## src/rtl/shape_pkg.sv

```systemverilog
// Shared types, field positions and legality rules for the shape command sequencer.
// Used by shape_cmd_sequencer (optional readback stage: SHAPE_CMD_READBACK_EN).
package shape_pkg;

    typedef logic [1:0] shape_t;
    typedef logic [4:0] operation_t;

    typedef enum logic [1:0] {
        OK       = 2'b00,
        ILLEGAL  = 2'b01,
        MISMATCH = 2'b10,
        ERROR    = 2'b11
    } status_t;

    localparam int SHAPE_LSB = 16;
    localparam int OP_LSB    = 0;

    function automatic logic is_legal_shape(shape_t s);
        return (s == 2'b01) || (s == 2'b10);
    endfunction

    function automatic logic is_legal_operation(operation_t op);
        case (op[4:3])
            2'b00:   return op[2:0] <= 3'd1;
            2'b01:   return op[2:0] == 3'd0;
            2'b10:   return op[2:0] <= 3'd1;
            default: return 1'b0;
        endcase
    endfunction

    // Class-specific operations must target the shape named by their class bits.
    function automatic logic is_legal_combination(shape_t s, operation_t op);
        return (op[4:3] == 2'b00) || (op[4:3] == s);
    endfunction

    function automatic logic [31:0] pack_cmd(shape_t s, operation_t op);
        logic [31:0] w;
        w = '0;
        w[SHAPE_LSB +: 2] = s;
        w[OP_LSB +: 5]    = op;
        return w;
    endfunction

endpackage

```

## src/rtl/shape_rr_arbiter.sv

```systemverilog
// Round-robin grant among NUM_REQ requesters; the pointer holds the last granted
// index and moves only when the owner accepts a grant via advance.
module shape_rr_arbiter #(
    parameter int NUM_REQ = 2,
    parameter int IDX_W   = $clog2(NUM_REQ)
) (
    input  logic               clk,
    input  logic               rst_n,
    input  logic [NUM_REQ-1:0] req,
    input  logic               advance,
    output logic [NUM_REQ-1:0] grant,
    output logic [IDX_W-1:0]   grant_idx
);

    logic [IDX_W-1:0] last;

    // Walk from the farthest candidate to the nearest so the nearest one after
    // the pointer overrides any earlier hit.
    always_comb begin
        grant     = '0;
        grant_idx = '0;
        for (int k = NUM_REQ; k >= 1; k--) begin
            if (req[(int'(last) + k) % NUM_REQ]) begin
                grant = '0;
                grant[(int'(last) + k) % NUM_REQ] = 1'b1;
                grant_idx = IDX_W'((int'(last) + k) % NUM_REQ);
            end
        end
    end

    always_ff @(posedge clk or negedge rst_n) begin
        if (!rst_n) begin
            last <= IDX_W'(NUM_REQ - 1);
        end else if (advance && (|req)) begin
            last <= grant_idx;
        end
    end

endmodule

```

## src/rtl/shape_cmd_sequencer.sv

```systemverilog
// Arbitrates shape commands onto a single processor register port.
// Define SHAPE_CMD_READBACK_EN to add the read-back/compare (READ, CHECK) stage.
module shape_cmd_sequencer
    import shape_pkg::*;
#(
    parameter int NUM_REQ = 2
) (
    input  logic                   clk,
    input  logic                   rst_n,
    input  logic [NUM_REQ-1:0]     req,
    input  logic [2*NUM_REQ-1:0]   req_shape,
    input  logic [5*NUM_REQ-1:0]   req_op,
    output logic [NUM_REQ-1:0]     done,
    output logic [1:0]             status,
    output logic                   busy,
    output logic                   write,
    output logic [31:0]            write_data,
    output logic                   read,
    input  logic [31:0]            read_data,
    input  logic                   error
);

    localparam int IDX_W = $clog2(NUM_REQ);

`ifdef SHAPE_CMD_READBACK_EN
    typedef enum logic [2:0] {IDLE, WRITE, READ, CHECK, RESP} state_t;
`else
    typedef enum logic [2:0] {IDLE, WRITE, RESP} state_t;
`endif

    state_t           state;
    status_t          status_q;
    logic [IDX_W-1:0] idx;
    shape_t           shape_q;
    operation_t       op_q;

    logic [NUM_REQ-1:0] grant;
    logic [IDX_W-1:0]   grant_idx;
    logic [NUM_REQ-1:0] idx_oh;
    shape_t             shapes [NUM_REQ];
    operation_t         ops    [NUM_REQ];
    shape_t             sel_shape;
    operation_t         sel_op;
    logic               sel_legal;

    for (genvar g = 0; g < NUM_REQ; g++) begin : g_slice
        assign shapes[g] = req_shape[2*g +: 2];
        assign ops[g]    = req_op[5*g +: 5];
    end

    shape_rr_arbiter #(
        .NUM_REQ (NUM_REQ),
        .IDX_W   (IDX_W)
    ) u_arb (
        .clk       (clk),
        .rst_n     (rst_n),
        .req       (req),
        .advance   (state == IDLE),
        .grant     (grant),
        .grant_idx (grant_idx)
    );

    // Legality is decided on the granted fields, which are exactly what gets latched.
    assign sel_shape = shapes[grant_idx];
    assign sel_op    = ops[grant_idx];
    assign sel_legal = is_legal_shape(sel_shape) && is_legal_operation(sel_op) &&
                       is_legal_combination(sel_shape, sel_op);

    always_comb begin
        idx_oh      = '0;
        idx_oh[idx] = 1'b1;
    end

    assign busy   = (state != IDLE);
    assign status = status_q;

`ifdef SHAPE_CMD_READBACK_EN
    logic err_q;
    logic rd_match;

    assign rd_match = (read_data[SHAPE_LSB +: 2] == shape_q) &&
                      (read_data[OP_LSB +: 5] == op_q);
`else
    logic unused_readback;
    assign unused_readback = ^{read_data, shape_q, op_q};
`endif

    always_ff @(posedge clk or negedge rst_n) begin
        if (!rst_n) begin
            state      <= IDLE;
            status_q   <= OK;
            idx        <= '0;
            shape_q    <= '0;
            op_q       <= '0;
            done       <= '0;
            write      <= 1'b0;
            write_data <= '0;
            read       <= 1'b0;
`ifdef SHAPE_CMD_READBACK_EN
            err_q      <= 1'b0;
`endif
        end else begin
            done       <= '0;
            status_q   <= OK;
            write      <= 1'b0;
            write_data <= '0;
            read       <= 1'b0;
            case (state)
                IDLE: begin
                    if (|req) begin
                        idx     <= grant_idx;
                        shape_q <= sel_shape;
                        op_q    <= sel_op;
`ifdef SHAPE_CMD_READBACK_EN
                        err_q   <= 1'b0;
`endif
                        if (sel_legal) begin
                            state      <= WRITE;
                            write      <= 1'b1;
                            write_data <= pack_cmd(sel_shape, sel_op);
                        end else begin
                            state    <= RESP;
                            done     <= grant;
                            status_q <= ILLEGAL;
                        end
                    end
                end
`ifdef SHAPE_CMD_READBACK_EN
                WRITE: begin
                    state <= READ;
                    read  <= 1'b1;
                    err_q <= error;
                end
                READ: begin
                    state <= CHECK;
                    err_q <= err_q | error;
                end
                CHECK: begin
                    state    <= RESP;
                    done     <= idx_oh;
                    status_q <= (err_q || error) ? ERROR : (rd_match ? OK : MISMATCH);
                end
`else
                WRITE: begin
                    state    <= RESP;
                    done     <= idx_oh;
                    status_q <= error ? ERROR : OK;
                end
`endif
                RESP:    state <= IDLE;
                default: state <= IDLE;
            endcase
        end
    end

endmodule

```

## config.mk

```make
export PLATFORM = sky130hd
export DESIGN_NAME = shape_cmd_sequencer
export DESIGN_NICKNAME = d
export VERILOG_FILES = /design/src/rtl/shape_pkg.sv /design/src/rtl/shape_rr_arbiter.sv /design/src/rtl/shape_cmd_sequencer.sv
export SDC_FILE = /design/constraint.sdc
export NUM_CORES = 1
export LEC_CHECK = 0
export CELL_PAD_IN_SITES_DETAIL_PLACEMENT = 1
export CELL_PAD_IN_SITES_GLOBAL_PLACEMENT = 2
export CORE_MARGIN = 3
export CORE_UTILIZATION = 13
export DETAILED_ROUTE_END_ITERATION = 10
export PLACE_DENSITY = 0.84
export SYNTH_ARGS = -nofsm -noshare
export SYNTH_HDL_FRONTEND = slang
export SYNTH_SLANG_ARGS = --single-unit
```

## constraint.sdc

```tcl
create_clock -name clk -period 1.3 [get_ports clk]
set_input_delay 0.26 -clock clk [delete_from_list [all_inputs] [get_ports clk]]
set_output_delay 0.26 -clock clk [all_outputs]
set_load 0.01 [all_outputs]
```

==> results.yml <==
clocking:
  clkLatencyLatePin_ns: 0.26
  cts-root-buf: "clkbuf_8"
  clkSinkCount: 16
  htreeDepth: 1
  numCtsBuffers: 3
  cts_tree: "done"
  cts_hold_buf: 0
  clk_path_buf_depth: 2
  clk_pin_slew_ns: 0.06
synthesis:
  yosysTopAreaCell: "dfrtp_1"
  synth-simple-area-share_pct: 12.5
  ys_warn_count: 0
  synth_area_um2: 921
  synth_cells: 94
  ys.flop_type: "dfrtp_1"
  synth-edff-count: 0
  synth_top_area_share_pct: 40.8
  synthArstFlopShare_pct: 100
  synth.mux.area_fraction_pct: 0
  synth-seq-area-share_pct: 43.6
  syn_avg_cell_area_um2: 9.80
  ys_ff_latch: 16
  yosys.cell_types.count: 23
  synth_xor_area_share_pct: 0
  synth_compound_area_share_pct: 19.8
  synth_top_family_by_area: "buffers and inverters"
  synth_area_leaders: "dfrtp_1 (41%), buf_4 (22%), nand2_1 (4.9%)"
  synth_adder_area_share_pct: 0
finish:
  final_util_pct: 23.0
  final_cell_mix: "conb_1 (28), dlygate4sd2_1 (24), buf_4 (24), dfrtp_1 (15), nand2_1 (12)"
  drive_above_1_share_pct: 32.7
  fillers: 803
  n_antenna_cell: 0
  area_delta_synth_final_pct: 70.4
  fin_nets: 208
  finalNonFillerCells: 252
  final_common_cell: "conb_1"
setup_path:
  path_class: "register to output port"
  worstPathMaxFanout: 2
  critPathLaunchType: "register"
  cp.arrival_ns: 1.03
  crit_required_ns: 1.04
  cp-end-kind: "output port"
routing:
  vias: 810
  ant_nets: 0
  routed_wl_um: 2660
  post-route-drc-count: 0
  wl_per_cell_um: 10.6
  dr.pass1.iters: 2
  drt_iter0_drc: 9
  via_per_inst: 3.21
grt:
  grt_pass1_vias: 860
  grt_pass1_wl_um: 4050
  antenna_found_initial: 0
  grt_use_total_pct: 6.20
  grt.overflow.total: 0
  grt_max_degree: 10
sta:
  skew_ns: 0.00100
  period_share_pct: 99.4
  finalSetupViolations: 0
  timing.fmax_ghz: 0.774
  hold_violations: 0
  rsz0062_at_grt: "true"
  finalMaxSlewViolations: 0
  min_period_ns: 1.29
power_and_ir_drop:
  ir_drop_mv: 0.302
  power.density_mw_per_mm2: 1010
  p_leak_uw: 0.000835
status:
  status: "complete, no violations"
floorplan:
  core_mm2: 0.00683
  fp.dieW_um: 90.2
  die-area_mm2: 0.00813
  start_util_pct: 13.5
  die_y_um: 90.2
  ios: 90
  num_rows: 30
placed_design:
  dp.cells: 239
  io_buffer_count: 31
  place_hpwl_um: 2020
  gpl.final_weighted_congestion: 0.700
worst_hold_path:
  hp-class: "input port to asynchronous set/reset pin"
flow_run:
  drv_cap: 0
-- cell usage after synthesis, drive strengths merged (2+ instances only) --
cell	instances
a21oi	7
nand2	12
o211ai	2
buf	27
nor3b	4
o21ai	4
a211oi	2
nand2b	2
dfrtp	15
inv	4
nor2	5
-- state kept, by name, summed over array words and instances (netlist names) --
name,count
done,2
u_arb.last,1
write_data,7
state,2
write,1
status,2
idx,1
-- power by group --
part	internal [uW]	leakage (uW)	switching, uW
clock	269	0.0000288	178
sequential	558	0.000208	28.7
combinational	299	0.000598	256
total	1130	0.000835	463
-- cells by family after synthesis --
| group | count (synthesis) |
|---|---|
| other cells | 1 |
| compound gates | 22 |
| simple gates | 24 |
| flops | 16 |
| buf+inv | 31 |
-- worst paths after layout --
check	start	endpoint	slack (ns)	cells past startpoint
max	state[1]$_DFFE_PN0P_	busy	0.008	3
min	rst_n	state[1]$_DFFE_PN0P_	0.24	1
max reg2reg	state[1]$_DFFE_PN0P_	write_data[0]$_DFF_PN0_	0.03	6
min reg2reg	idx$_DFFE_PN0P_	idx$_DFFE_PN0P_	0.52	2
max in group asynchronous	rst_n	write$_DFF_PN0_	0.67	2
min in group clk	req_op[9]	write_data[4]$_DFF_PN0_	0.45	4
-- area by class of cell --
class / instances / area (um^2) / share of cell area [%]
Clock buffer: 4 / 55.1 / 3.51
Sequential cell: 16 / 402 / 25.6
Timing Repair Buffer: 58 / 505 / 32.2
Tap cell: 96 / 120 / 7.66
Multi-Input combinational cell: 74 / 472 / 30.1
Inverter: 4 / 15.0 / 0.957
-- worst max-delay path, stage by stage (launching register included) --
cell and delay, ns:
dfrtp_1 0.42, nor2_2 0.15, inv_1 0.08, buf_6 0.12
-- stage by stage --
step	total power [uW]	setup TNS [ns]	setup slack (ns)	area [um^2]	hold WS, ns
detailed placement	1020	-4.10	-0.403	1390	0.498
global placement	1010	-3.79	-0.368	1390	0.484
global route	1680	-0.310	-0.0612	1570	0.257
CTS	1500	0	0.000101	1490	0.242
floorplan	827	0	0.0147	1020	-0.0356
finish	1590	0	0.00805	1570	0.240
-- metal layers --
metal  part of all wire [%]  GRT usage, %  wire length (um)
met1                     35          6.35               937
met5                      0             0                 0
met2                     57          11.9              1520
met3                    6.3          1.42               167
met4                    1.6          2.68                42
-- timing repair --
action	in CTS	in global routing
setup buffers	3	6
pin swaps	9	9
endpoints found under the setup margin	24	9
resized for setup	39	11
No activity file was read; power rests on OpenSTA's default activity.
